===== src/rtl/mru_stack.sv =====
// Move-to-front MRU stack of push-button IDs with per-button membership LEDs.
// Optional input debounce is enabled by defining MRU_DEBOUNCE_EN.
module mru_stack #(
  parameter int N_BTN      = 4,
  parameter int DEPTH      = 3,
  parameter int DEB_CYCLES = 16,
  localparam int IDW = $clog2(N_BTN + 1),
  localparam int CW  = $clog2(DEPTH + 1)
) (
  input  logic                 clk,
  input  logic                 rst,
  input  logic                 clr,
  input  logic [N_BTN-1:0]     btn,
  output logic [N_BTN-1:0]     led,
  output logic [IDW-1:0]       top_id,
  output logic [CW-1:0]        count,
  output logic                 busy,
  output logic                 evict,
  output logic [DEPTH*IDW-1:0] stack_flat
);

  localparam int PW = (DEPTH > 1) ? $clog2(DEPTH) : 1;

  if (N_BTN < 1 || DEPTH < 1 || DEB_CYCLES < 1) begin : g_param_chk
    $error("mru_stack: N_BTN, DEPTH and DEB_CYCLES must all be >= 1");
  end

  typedef enum logic [1:0] {IDLE, SEARCH, UPDATE} state_t;

  state_t           state;
  logic [N_BTN-1:0] s1, s2, lvl, lvl_q, ev;
  logic [IDW-1:0]   stack  [DEPTH];
  logic [IDW-1:0]   nstack [DEPTH];
  logic [IDW-1:0]   id, win;
  logic             hit, s_hit, full;
  logic [PW-1:0]    pos, s_pos, span;

  always_ff @(posedge clk or negedge rst) begin
    if (!rst) begin
      s1    <= '0;
      s2    <= '0;
      lvl_q <= '0;
    end else begin
      s1    <= btn;
      s2    <= s1;
      lvl_q <= lvl;
    end
  end

`ifdef MRU_DEBOUNCE_EN
  localparam int DBW = $clog2(DEB_CYCLES + 1);
  logic [DBW-1:0] dcnt [N_BTN];

  // Level follows s2 only after DEB_CYCLES consecutive differing samples.
  always_ff @(posedge clk or negedge rst) begin
    if (!rst) begin
      lvl <= '0;
      for (int unsigned i = 0; i < N_BTN; i++) dcnt[i] <= '0;
    end else begin
      for (int unsigned i = 0; i < N_BTN; i++) begin
        if (s2[i] == lvl[i]) begin
          dcnt[i] <= '0;
        end else if (dcnt[i] == DBW'(DEB_CYCLES - 1)) begin
          lvl[i]  <= s2[i];
          dcnt[i] <= '0;
        end else begin
          dcnt[i] <= dcnt[i] + 1'b1;
        end
      end
    end
  end
`else
  always_comb lvl = s2;
`endif

  always_comb begin
    ev  = lvl & ~lvl_q;
    win = '0;
    for (int unsigned i = 0; i < N_BTN; i++)
      if (ev[i] && win == '0) win = IDW'(i + 1);
  end

  always_comb begin
    s_hit = 1'b0;
    s_pos = '0;
    for (int unsigned k = 0; k < DEPTH; k++) begin
      if (CW'(k) < count && stack[k] == id) begin
        s_hit = 1'b1;
        s_pos = PW'(k);
      end
    end
  end

  // A miss behaves like a hit at the bottom slot: everything shifts down.
  always_comb begin
    full = (count == CW'(DEPTH));
    span = hit ? pos : PW'(DEPTH - 1);
    for (int unsigned k = 0; k < DEPTH; k++) nstack[k] = stack[k];
    nstack[0] = id;
    for (int unsigned k = 1; k < DEPTH; k++)
      if (PW'(k) <= span) nstack[k] = stack[k-1];
  end

  always_ff @(posedge clk or negedge rst) begin
    if (!rst) begin
      state <= IDLE;
      busy  <= 1'b0;
      evict <= 1'b0;
      count <= '0;
      id    <= '0;
      hit   <= 1'b0;
      pos   <= '0;
      for (int unsigned k = 0; k < DEPTH; k++) stack[k] <= '0;
    end else if (clr) begin
      state <= IDLE;
      busy  <= 1'b0;
      evict <= 1'b0;
      count <= '0;
      id    <= '0;
      hit   <= 1'b0;
      pos   <= '0;
      for (int unsigned k = 0; k < DEPTH; k++) stack[k] <= '0;
    end else begin
      evict <= 1'b0;
      case (state)
        IDLE: begin
          if (|ev) begin
            id    <= win;
            busy  <= 1'b1;
            state <= SEARCH;
          end
        end
        SEARCH: begin
          hit   <= s_hit;
          pos   <= s_pos;
          state <= UPDATE;
        end
        UPDATE: begin
          for (int unsigned k = 0; k < DEPTH; k++) stack[k] <= nstack[k];
          if (!hit) begin
            if (full) evict <= 1'b1;
            else      count <= count + 1'b1;
          end
          busy  <= 1'b0;
          state <= IDLE;
        end
        default: begin
          busy  <= 1'b0;
          state <= IDLE;
        end
      endcase
    end
  end

  always_comb begin
    led        = '0;
    stack_flat = '0;
    top_id     = stack[0];
    for (int unsigned k = 0; k < DEPTH; k++) begin
      stack_flat[k*IDW +: IDW] = stack[k];
      for (int unsigned i = 0; i < N_BTN; i++)
        if (stack[k] == IDW'(i + 1)) led[i] = 1'b1;
    end
  end

endmodule


===== config.mk =====
export PLATFORM = sky130hd
export DESIGN_NAME = mru_stack
export DESIGN_NICKNAME = d
export VERILOG_FILES = /design/src/rtl/mru_stack.sv
export SDC_FILE = /design/constraint.sdc
export NUM_CORES = 1
export LEC_CHECK = 0
export BUFFER_PORTS_ARGS = -buffer_cell sky130_fd_sc_hd__buf_2
export CAP_MARGIN = 10
export CORE_UTILIZATION = 58
export CTS_CLUSTER_DIAMETER = 60
export DETAILED_ROUTE_END_ITERATION = 6
export PLACE_DENSITY = 0.89
export SLEW_MARGIN = 5
export SYNTH_ARGS = -nofsm -noshare
export SYNTH_HDL_FRONTEND = slang
export SYNTH_SLANG_ARGS = --single-unit

===== constraint.sdc =====
create_clock -name clk -period 3.55 [get_ports clk]
set_clock_uncertainty 0.1 [all_clocks]
set_input_delay 0.1775 -clock clk [delete_from_list [all_inputs] [get_ports clk]]
set_output_delay 0.1775 -clock clk [all_outputs]
set_load 0.02 [all_outputs]

### Word-level counts from Yosys, hierarchy flattened

Index checks and enable logic that the tools add are counted.

| operators by class | value |
|---|---|
| add/subtract/negate cells | 1 |
| $lt $le $gt $ge | 5 |
| equal/unequal tests | 22 |
| multiplexer cells | 47 |
| bitwise logic cells | 2 |
| reductions and logical operators | 22 |

Operators by type and width:

| kind | count |
|---|---|
| 2-to-1 mux 1 bit | 25 |
| 2-to-1 mux 3 bit | 8 |
| 2-to-1 mux 2 bit | 10 |
| equality test 3 x 2 -> 1 bit (second input constant) | 6 |
| 2-to-1 mux 9 bit | 2 |
| nonzero test 2 bit | 6 |
| equality test 3 x 1 -> 1 bit (second input constant) | 3 |
| equality test 3 bit | 3 |
| equality test 3 bit (second input constant) | 3 |
| zero test 3 bit | 3 |
| AND reduction 2 bit | 4 |
| logical AND 1 bit | 6 |
| inequality test 2 bit (second input constant) | 3 |
| bitwise AND 4 bit | 1 |
| equality test 2 bit (second input constant) | 2 |
| less-than comparator 1 x 2 -> 1 bit (first input constant) | 2 |
| inverter 4 bit | 1 |
| one-hot mux 2 bit (2 select lines) | 1 |
| OR reduction 4 bit | 1 |
| inequality test 3 bit (second input constant) | 1 |
| AND reduction 3 bit | 1 |
| adder 2 x 1 -> 2 bit (second input constant) | 1 |
| equality test 2 x 1 -> 1 bit (second input constant) | 1 |
| less-or-equal comparator 1 x 2 -> 1 bit (first input constant) | 1 |
| 4 further kinds | 4 |

| storage, ports and cells | value |
|---|---|
| register bits | 33 |
| input bits | 7 |
| output and inout port bits | 20 |
| logic and storage cells | 112 |

### Logic depth before layout (Yosys ltp)

| logic depth | value |
|---|---|
| word-level depth | 15 |
| mapped depth | 5 |

### Worst setup path after synthesis

Ideal clock, no wire load.

| path | value |
|---|---|
| kind | register -> register |
| start | reg stack (netlist bit stack_flat[3]) |
| end | reg pos[0] |
| library setup time | 0.078 ns |
| data arrival time | 1.345 ns |
| setup slack | 2.027 ns |
| stages on the path, launching flop included | 6 |
| buffers on the path | 1 |
| clock period less this slack | 1.523 ns |
| cell sequence | dfrtp_1 > buf_2 > xnor2_1 > nand4_1 > or3b_1 > a21oi_1 |

| on the way | value |
|---|---|
| longest elaborated chain between the ends | 6 |

Ends and longest elaborated chain:

| what | line | source |
|---|---|---|
| start: declaration | 32 | `logic [IDW-1:0] stack [DEPTH];` |
| equality test 3 bit | 87 | `if (CW'(k) < count && stack[k] == id) begin` |
| logical AND 1 bit | 87 |  |
| 2-to-1 mux 1 bit | 87 |  |
| 2-to-1 mux 2 bit | 87 |  |
| 2-to-1 mux 2 bit | 125 | `case (state)` |
| 2-to-1 mux 2 bit | 114 | `end else if (clr) begin` |
| end signal: assignment | 135 | `pos <= s_pos;` |
| end: declaration | 36 | `logic [PW-1:0] pos, s_pos, span;` |

Every way passes these cells. The select of a mux whose other input is x is not followed.
A chain may end at the register's enable or synchronous reset.

### Worst setup path in the final report

| path | value |
|---|---|
| start | reg stack (netlist bit top_id[1]) |
| end | out led[1] |

| on the way | value |
|---|---|
| longest elaborated chain between the ends | 4 |

Ends and longest elaborated chain:

| what | line | source |
|---|---|---|
| equality test 3 x 2 -> 1 bit | 162 | `if (stack[k] == IDW'(i + 1)) led[i] = 1'b1;` |
| 2-to-1 mux 1 bit (3 in a row) | 162 |  |
| end: declaration | 14 | `output logic [N_BTN-1:0] led,` |

Every way passes these cells.

==> impl_results.md <==
- Die Y: 53.5 um
- NumNets Final: 176
- Synth Register Bits: 33
- Synth area leaders: dfrtp_1 (54%), nor2_1 (4.6%), mux2i_1 (4.6%), xnor2_1 (4.0%), nor2b_1 (3.7%)
- Boundary Pins: 27
- Critical-path maximum fanout: 9
- Sequential area share after synthesis: 53.7%
- Clk_lat worst skew: 0.34 ns
- Final Max Slew Viols: 0
- Row count: 18
- Leak: between 0.9 and 1 nW
- H-tree Lvls: 2
- Setup CP Type: flip-flop to primary output
- Minimum clock period: between 1.5 and 2 ns
- Power, Total: 0.000788 W
- Total GRT Usage: 24.3%
- Placed cells: 185
- CTS tree: yes
- CP Launch Type: flip-flop
- CTS Buf Count: 5
- Area used by multi-input combinational logic: 641 um^2
- RSZ-0062 raised after global routing: no
- Routed len/inst: 15.0 um
- Chip Width: between 50 and 60 um
- Slew HR: 52.6%
- Post-synth EDFFs: 0
- Diodes inserted: 0
- Hold crit path type: primary input to flip-flop
- Top FF cell, synth: dfrtp_1
- Layout area overhead: 16.7%
- Area leader, netlist: dfrtp_1
- Setup TNS: 0 ns
- Setup violations, final: 0
- VDD IR max: 0.505 mV
- Period utilization: about half
- Synth Instances: 138
- Via count: between 1k and 1.5k
- PD cells: 439 nW/um^2
- CTS Buffer Depth: 2
- Hold_buf cts: 5
- DR DRC count: 0
- Grt ovf: 0
- Worst EP arrival: ~1.6 ns
- DRT iter0 DRCs: 33
- Root Buffer: clkbuf_4
- CTS Sinks: 33
- Post-CTS Setup Inserts: 0
- Synth cell types: 35
- Largest net degree at the start of global routing: 34
- FFs w/ async S/R, synth: 100%
- CP required: 3.27 ns
- Register-to-register setup slack: between 1.5 and 2 ns
- Syn_nets: between 100 and 150
- CP max stage delay: between 0.5 and 0.6 ns
- Vias in the first global route: 954
- Post-DP HPWL: 1990 um
- Synth top area share: 53.7%
- PortBufs: 26
- Core Util, Final: 71.8%
- Worst Path Buf+Inv: 1
- DRT antenna net count: 0
- CP Capture Type: primary output
- Sequence of cells on the critical path: nor3b_1 -> or3_1 -> buf_2
- Core ar.: 2500 um^2
- CP max stage cell: dfrtp_1
- Tightest Pin Transition: 0.710 ns
- DRT Wirelength: 2980 um
- Worst hold slack: 0.132 ns
- FMAX: 0.548 GHz
- Clock transition at path regs: around 0.10 ns
- Die area: 2860 um^2
- Commonest cells post-synth: dfrtp_1 (33), nor2_1 (19), nor2b_1 (9), mux2i_1 (7), xnor2_1 (7)
- Layout cell share with drive strength beyond 1: 22.0%
- Synthesis Warnings: 0
- Vias per cell: 5.55
- Max Cap Violations: 0
- Count leader, synth: dfrtp_1
- FF/Latch Area: roughly 830 um^2
- Avg Cell Area, Syn: 11.2 um^2
- Final hold viol count: 0
- Initial Util: 61.6%
- Mapped Area: 1540 um^2
- Antenna violations before repair: 0
- Outcome: finished clean
- First-pass GRT wire length: around 4700 um
- # resized after CTS: 0
- Drt first pass iters: 4
- Filler cells: 181
- Critical path's top delay family: simple AND/OR/NAND/NOR gates
- Post-route insts no fill: 198
- GP Congestion: 0.791
[cell type report]
| type | count | area share [%] |
|---|---|---|
| Tap cell | 30 | 2.09 |
| Clock buffer | 6 | 2.86 |
| Timing Repair Buffer | 31 | 10.0 |
| Multi-Input combinational cell | 90 | 35.7 |
| Clock inverter | 2 | 2.09 |
| Sequential cell | 33 | 46.0 |
| Inverter | 6 | 1.25 |
[registers in the layout, summed over array words and instances (netlist names), 3 cells and up]
| register | cells |
|---|---|
| top_id | 3 |
| s1 | 4 |
| id | 3 |
| lvl | 4 |
| lvl_q | 4 |
| stack_flat | 6 |
[worst register-to-register path: stages (launching register included)]
cell and delay (ns):
dfrtp_1 0.39, nand2b_1 0.35, a31oi_1 0.08, nor2_1 0.23, mux2_1 0.35
[final timing paths]
check,start,end,depth (start not counted)
worst max-delay path,top_id[1],led[1],3
worst min-delay path,clr,state[0],2
worst max register to register,state[0],stack_flat[3],4
worst min register to register,s1[1],lvl[1],0
max in group asynchronous,rst,top_id[0],2
min in group asynchronous,rst,lvl[2],2
[power by group]
group	internal [W]	switching (W)	total [W]
logic	0.0000360	0.0000456	0.0000816
registers	0.000391	0.0000149	0.000406
clock network	0.000167	0.000133	0.000300
total	0.000594	0.000193	0.000788
[stage by stage]
step / instance area [um^2] / worst slack [ns]
after floorplan: 1540 / 2.03
after global placement: 1660 / 2.05
after detailed placement: 1660 / 1.97
after CTS: 1800 / 1.72
after global routing: 1800 / 1.65
final: 1800 / 1.72
[metal layers]
layer	up-vias	part of all wire, %	track usage [%]	routed length, um
met4	0	2.5	10.5	75
li1	522	-	-	-
met5	-	0	0	0
met1	524	44	32.9	1310
met2	43	47	34.8	1390
met3	9	6.5	8.91	192
[placed cells by master, fill, tap and decap left out, drive strengths merged]
master	synthesis	layout
dfrtp	33	33
buf	7	26
nor2	19	19
nor2b	9	9
xnor2	7	7
mux2i	7	7
clkbuf	2	6
inv	5	5
dlygate4sd3	0	5
nand2b	4	4
nor3b	4	4
a21oi	4	4
mux2	4	4
nand3b	3	3
nand2	3	3
xor2	3	3
o21ai	2	2
or3	2	2
a21o	2	2
nand4	2	2
ha	2	2
a22oi	1	1
nand3	1	1
nor4b	1	1
o41ai	1	1
nor3	1	1
clkinv	1	1
a31oi	1	1
o311a	1	1
a211oi	1	1
or2b	1	1
nand4b	1	1
nor4	1	1
a311oi	1	1
or3b	1	1
clkinvlp	0	1
bufinv	0	1
[cells by family (layout without fill, tap and decap cells)]
kind of cell	count (synthesis)	after routing	share of synthesized area (%)
simple gates	53	53	19.5
flops	33	33	53.7
buf+inv	15	45	4.72
compound gates	14	14	7.32
mux	11	11	7.48
xor+xnor	10	10	5.69
fa+ha+maj	2	2	1.63
Power figures use the tool's default switching activity.
